--- config.mk ---
export PLATFORM = sky130hd
export DESIGN_NAME = contador_param
export DESIGN_NICKNAME = d
export VERILOG_FILES = /design/src/rtl/contador_param.sv
export SDC_FILE = /design/constraint.sdc
export NUM_CORES = 1
export LEC_CHECK = 0
export ABC_AREA = 0
export CORE_AREA = 2 2 39 41
export CTS_BUF_LIST = sky130_fd_sc_hd__clkbuf_2
export DETAILED_ROUTE_END_ITERATION = 10
export DIE_AREA = 0 0 41 43
export SLEW_MARGIN = 0
export SYNTH_ARGS = -nofsm -noshare
export SYNTH_HDL_FRONTEND = slang
export SYNTH_SLANG_ARGS = --single-unit
--- constraint.sdc ---
create_clock -name CLK -period 1.47 [get_ports CLK]
set_input_delay 0.294 -clock CLK [delete_from_list [all_inputs] [get_ports CLK]]
set_output_delay 0.294 -clock CLK [all_outputs]
set_load 0.05 [all_outputs]
--- src/rtl/contador_param.sv ---
// contador_param: parameterised up/down/step/load counter with registered ripple-carry flag
module contador_param #(
   parameter int BITS = 4,
   parameter int STEP = 3,
   parameter int SAT  = 0
) (
   input  logic            CLK,
   input  logic            RESET,
   input  logic            ENB,
   input  logic [1:0]      MODO,
   input  logic [BITS-1:0] D,
   output logic [BITS-1:0] Q,
   output logic            RCO
);
   localparam logic [BITS:0] STEP_W = (BITS+1)'(STEP);
   logic [BITS:0]   up, dn1, dns;
   logic [BITS-1:0] nq;
   logic            nrco;
   // The extra top bit of each result is the carry/borrow out of the BITS-wide count
   always_comb begin
      up   = {1'b0, Q} + 1'b1;
      dn1  = {1'b0, Q} - 1'b1;
      dns  = {1'b0, Q} - STEP_W;
      nq   = MODO == 2'b11 ? D :
             MODO == 2'b10 ? ((dns[BITS] && SAT != 0) ? '0 : dns[BITS-1:0]) :
             MODO == 2'b01 ? ((dn1[BITS] && SAT != 0) ? '0 : dn1[BITS-1:0]) :
                             ((up[BITS]  && SAT != 0) ? '1 : up[BITS-1:0]);
      nrco = MODO == 2'b11 ? 1'b1 :
             MODO == 2'b10 ? dns[BITS] :
             MODO == 2'b01 ? dn1[BITS] : up[BITS];
   end
   always_ff @(posedge CLK) begin
      if (RESET) begin
         Q   <= '0;
         RCO <= 1'b0;
      end else if (ENB) begin
         Q   <= nq;
         RCO <= nrco;
      end
   end
endmodule

# Word-level counts from Yosys, hierarchy flattened
# Cells that the tools add are included.
classes:
  addsub: 3
  mul: 0
  n_div: 0
  n_lt_le_gt_ge: 0
  n_eq_ne: 3
  n_shift: 0
  n_mux: 6
  bitwise: 0
  reduce_logical: 0
op_table:
  columns: ["cell", "count"]
  rows:
  - ["$mux 4", 3]
  - ["$add 4x1->5 const B", 1]
  - ["$sub 4x1->5 const B", 1]
  - ["$sub 4x2->5 const B", 1]
  - ["$eq 2x2->1 const B", 2]
  - ["$mux 1", 3]
  - ["$eq 2x1->1 const B", 1]
totals:
  register_bits: 5
  latchBits: 0
  ram_bits: 0
  rom_bits: 0
  output_inout_bits: 5
  mem_count: 0

# Depth between registers and ports, before layout
logic_depth:
  depth_word: 4
  ltp_mapped: 7
  mapped_depth_nobuf: 6

# Worst setup path after synthesis
# No wires, ideal clock.
synth_path:
  path_type: "reg-to-reg"
  startpoint: "register Q[0]"
  endpoint: "register Q[2]"
  setup_time_ns: 0.141
  t_arrival_ns: 1.637
  path_slack_ns: -0.308
  stages_incl_launch_ff: 7
  period_less_slack_ns: 1.778
  path_cell_list: "dfxtp_1 buf_6 inv_1 ha_1 mux2_2 a41oi_1 o311ai_0"
synth_between:
  elab_chain_cells: 4
  elab_cells_between_ends: 6
  cone_classes: "add/sub: 3; mux: 3"
synth_lines:
  columns: ["element", "line", "rtl"]
  rows:
  - ["start, declared", "12", "output logic [BITS-1:0] Q,"]
  - ["start signal, assigned", "37", "Q <= nq;"]
  - ["$add 4x1->5 / $sub 4x1->5 (equally long branches)", "21, 22", null]
  - ["$mux 4", "26", "MODO == 2'b01 ? ((dn1[BITS] && SAT != 0) ? '0 : dn1[BITS-1:0]) :"]
  - ["$mux 4 *", "25", "MODO == 2'b10 ? ((dns[BITS] && SAT != 0) ? '0 : dns[BITS-1:0]) :"]
  - ["$mux 4 *", "24", "nq = MODO == 2'b11 ? D :"]
# Mark *: on every way between the ends. The rest lies on a longest branch, timed or not.
# A chain may end at the register's enable or synchronous reset.

# Worst setup path after layout
# Same ends and word-level chain as after synthesis.

==> flow_summary.json <==
{
  "status": "complete, no violations",
  "cts_max_level": 1,
  "grt_pass1_vias": 439,
  "ys_warn_count": 0,
  "hold_depth": 2,
  "fp.dieW_um": 41,
  "dr.pass1.iters": 3,
  "synth_top_area_frac": 0.2139,
  "initial_core_util": 0.3382,
  "drive_gt1_frac": 0.3375,
  "finalHoldViolations": 0,
  "num_vias": 502,
  "reg2reg_to": "Q[2]$_SDFFE_PP0P_",
  "rsz0062_at_grt": "false",
  "fin_util": 0.5371,
  "relSlewSlack": 0.7548,
  "hold_end": "Q[1]$_SDFFE_PP0P_",
  "hp-class": "reg2reg",
  "synth_area_per_cell_um2": 8.068,
  "grt_use_total": 0.1486,
  "ys_ff_latch": 5,
  "setup_viol_count_final": 0,
  "clk_latency_ns": 0.22,
  "drt-initial-drc-count": 5,
  "skew_ns": 0.002597,
  "drc": 0,
  "end_kind": "register",
  "whs_ns": 0.5037,
  "slew_viol_final": 0,
  "die_h_um": 43,
  "final_cell_mix": "9 x buf_4, 6 x clkdlybuf4s50_1, 5 x nand2_1, 5 x buf_12",
  "nFillCells": 134,
  "cts_root_buffer": "clkbuf_2",
  "crit_path_max_fanout": 6,
  "path_clk_slew_ns": 0.06,
  "netlist_area_um2": 467.9,
  "ys_seq_area_frac": 0.2139,
  "clk_path_buf_depth": 2,
  "routed_via_density": 5.229,
  "fin_crit_ns": 1.348,
  "start_kind": "register",
  "gp_congestion": 0.7772,
  "ant_nets": 0,
  "holdCritStartpoint": "Q[1]$_SDFFE_PP0P_",
  "max_freq_mhz": 741.6,
  "grt.overflow.total": 0,
  "syn_nets": 69,
  "synthCells": 58,
  "io_buffers": 13,
  "layout_commonest_cell": "buf_4",
  "leakagePower_nw": 0.3107,
  "hpwl_um": 848.4,
  "r2r_cells": 6,
  "ir_drop_mv": 0.2997,
  "wl_per_cell_um": 11.43,
  "wirelength_um": 1097,
  "power.density_nw_per_um2": 748.4,
  "arrival_ns": 1.47,
  "grt_max_degree": 12,
  "cap_violations": 0,
  "num_rows": 14,
  "fin_crit_sh": 0.9173,
  "worst_pin_slew_ns": 0.3666,
  "cts_tree": "yes",
  "worstReg2RegStart": "Q[0]$_SDFFE_PP0P_",
  "antenna_found_initial": 0,
  "clock-sinks": 5,
  "cts_buffers": 3,
  "ios": 14,
  "core_um2": 1384,
  "grt_pass1_wl_um": 1780,
  "dieArea_um2": 1763,
  "yosys.area.top_type": "dfxtp_1",
  "synth_cell_types": 30,
  "critPathKind": "reg2reg",
  "rrSetupSlack_ns": 0.12,
  "required_ns": 1.59,
  "area_growth_syn_to_layout_pct": 58.82,
  "finalNetCount": 92,
  "synthTopCellsByArea": "dfxtp_1 21%, ha_1 5.3%, buf_6 4.8%, o21ai_0 4.3%, nand2_1 4.0%",
  "antenna_cells": 0
}
layer usage:
metal | vias up | global-route usage | part of all wire
li1 | 259 | - | -
met1 | 229 | 0.1833 | 0.46
met2 | 14 | 0.2281 | 0.49
met3 | 0 | 0.04712 | 0.047
met4 | 0 | 0.06000 | 0
met5 | - | 0 | 0
Yosys cell counts:
| cell | n |
|---|---|
| dfxtp_1 | 5 |
| nand2_1 | 5 |
| inv_1 | 4 |
| nor2_1 | 4 |
| o21ai_0 | 4 |
| nand2b_1 | 3 |
| nand3_1 | 3 |
| a211oi_1 | 2 |
| a311oi_1 | 2 |
| and2b_1 | 2 |
| buf_6 | 2 |
| ha_1 | 2 |
| nand4b_1 | 2 |
| nor3b_1 | 2 |
| a21boi_0 | 1 |
| a21oi_1 | 1 |
| a31oi_1 | 1 |
| a41oi_1 | 1 |
| buf_2 | 1 |
| clkbuf_8 | 1 |
| mux2_2 | 1 |
| mux2_4 | 1 |
| nor4_1 | 1 |
| o21a_1 | 1 |
| o21bai_1 | 1 |
| o311ai_0 | 1 |
| o31ai_1 | 1 |
| o32a_1 | 1 |
| o32ai_1 | 1 |
| xor2_1 | 1 |
metrics by stage:
step,setup slack [ns],setup TNS (ns),total power [W],area (um2),std cells
after floorplan,-0.007266,-0.007266,0.0003140,488.0,58
after detailed placement,-0.2836,-1.145,0.0004275,714.4,92
after CTS,0.02195,0,0.0005599,733.2,96
final,0.1216,0,0.0005562,743.2,96
after global placement,-0.2857,-1.046,0.0004251,714.4,92
after global routing,0.01644,0,0.0005968,743.2,96
worst max path at each step:
stage / cells after the start / from / to
final: 6 / Q[0]$_SDFFE_PP0P_ / Q[2]$_SDFFE_PP0P_
after global routing: 5 / Q[0]$_SDFFE_PP0P_ / RCO$_SDFFE_PP0P_
after detailed placement: 6 / MODO[0] / Q[1]$_SDFFE_PP0P_
after CTS: 5 / MODO[1] / RCO$_SDFFE_PP0P_
after global placement: 5 / MODO[0] / Q[3]$_SDFFE_PP0P_
after floorplan: 6 / Q[0]$_SDFFE_PP0P_ / Q[2]$_SDFFE_PP0P_
flip-flops by register name, summed over array words and instances, names as in the netlist:
name / flops
Q: 4
RCO: 1
logic make-up after synthesis:
| family | share of synthesized area |
|---|---|
| AND/OR/NAND/NOR | 0.2593 |
| XOR/XNOR | 0.01872 |
| AO/OA/AOI/OAI | 0.2781 |
| multiplexers | 0.05614 |
| buffers and inverters | 0.1203 |
| flip-flops | 0.2139 |
| adder cells (fa/ha/maj) | 0.05347 |
timing repair:
action / in CTS / in global routing
setup endpoints to repair: 3 / 3
resized for setup: 1 / 3
hold buffers: 0 / 0
pin swaps: 0 / 2
hold endpoints to repair: 0 / 0
buffers inserted: 0 / 0
report_power, final:
group / total [W] / internal [W] / switching (W)
Combinational: 0.000249 / 0.000131 / 0.000118
Sequential: 0.000177 / 0.000150 / 0.0000266
Clock: 0.000131 / 0.0000720 / 0.0000585
area by class of cell:
class / count / area [um2] / area share
Clock buffer: 4 / 20.02 / 0.02694
Sequential cell: 5 / 106.4 / 0.1431
Multi-Input combinational cell: 45 / 332.8 / 0.4478
Timing Repair Buffer: 22 / 249.0 / 0.3350
Tap cell: 16 / 20.02 / 0.02694
Inverter: 4 / 15.01 / 0.02020
critical path, cell delays in order (launching register included):
cell and delay [ns]:
dfxtp_4 0.38, inv_1 0.05, ha_1 0.20, mux2_2 0.30, nor4_2 0.18, a41oi_2 0.05, o311ai_1 0.09
Note: power is estimated with default switching activity, not from simulation.
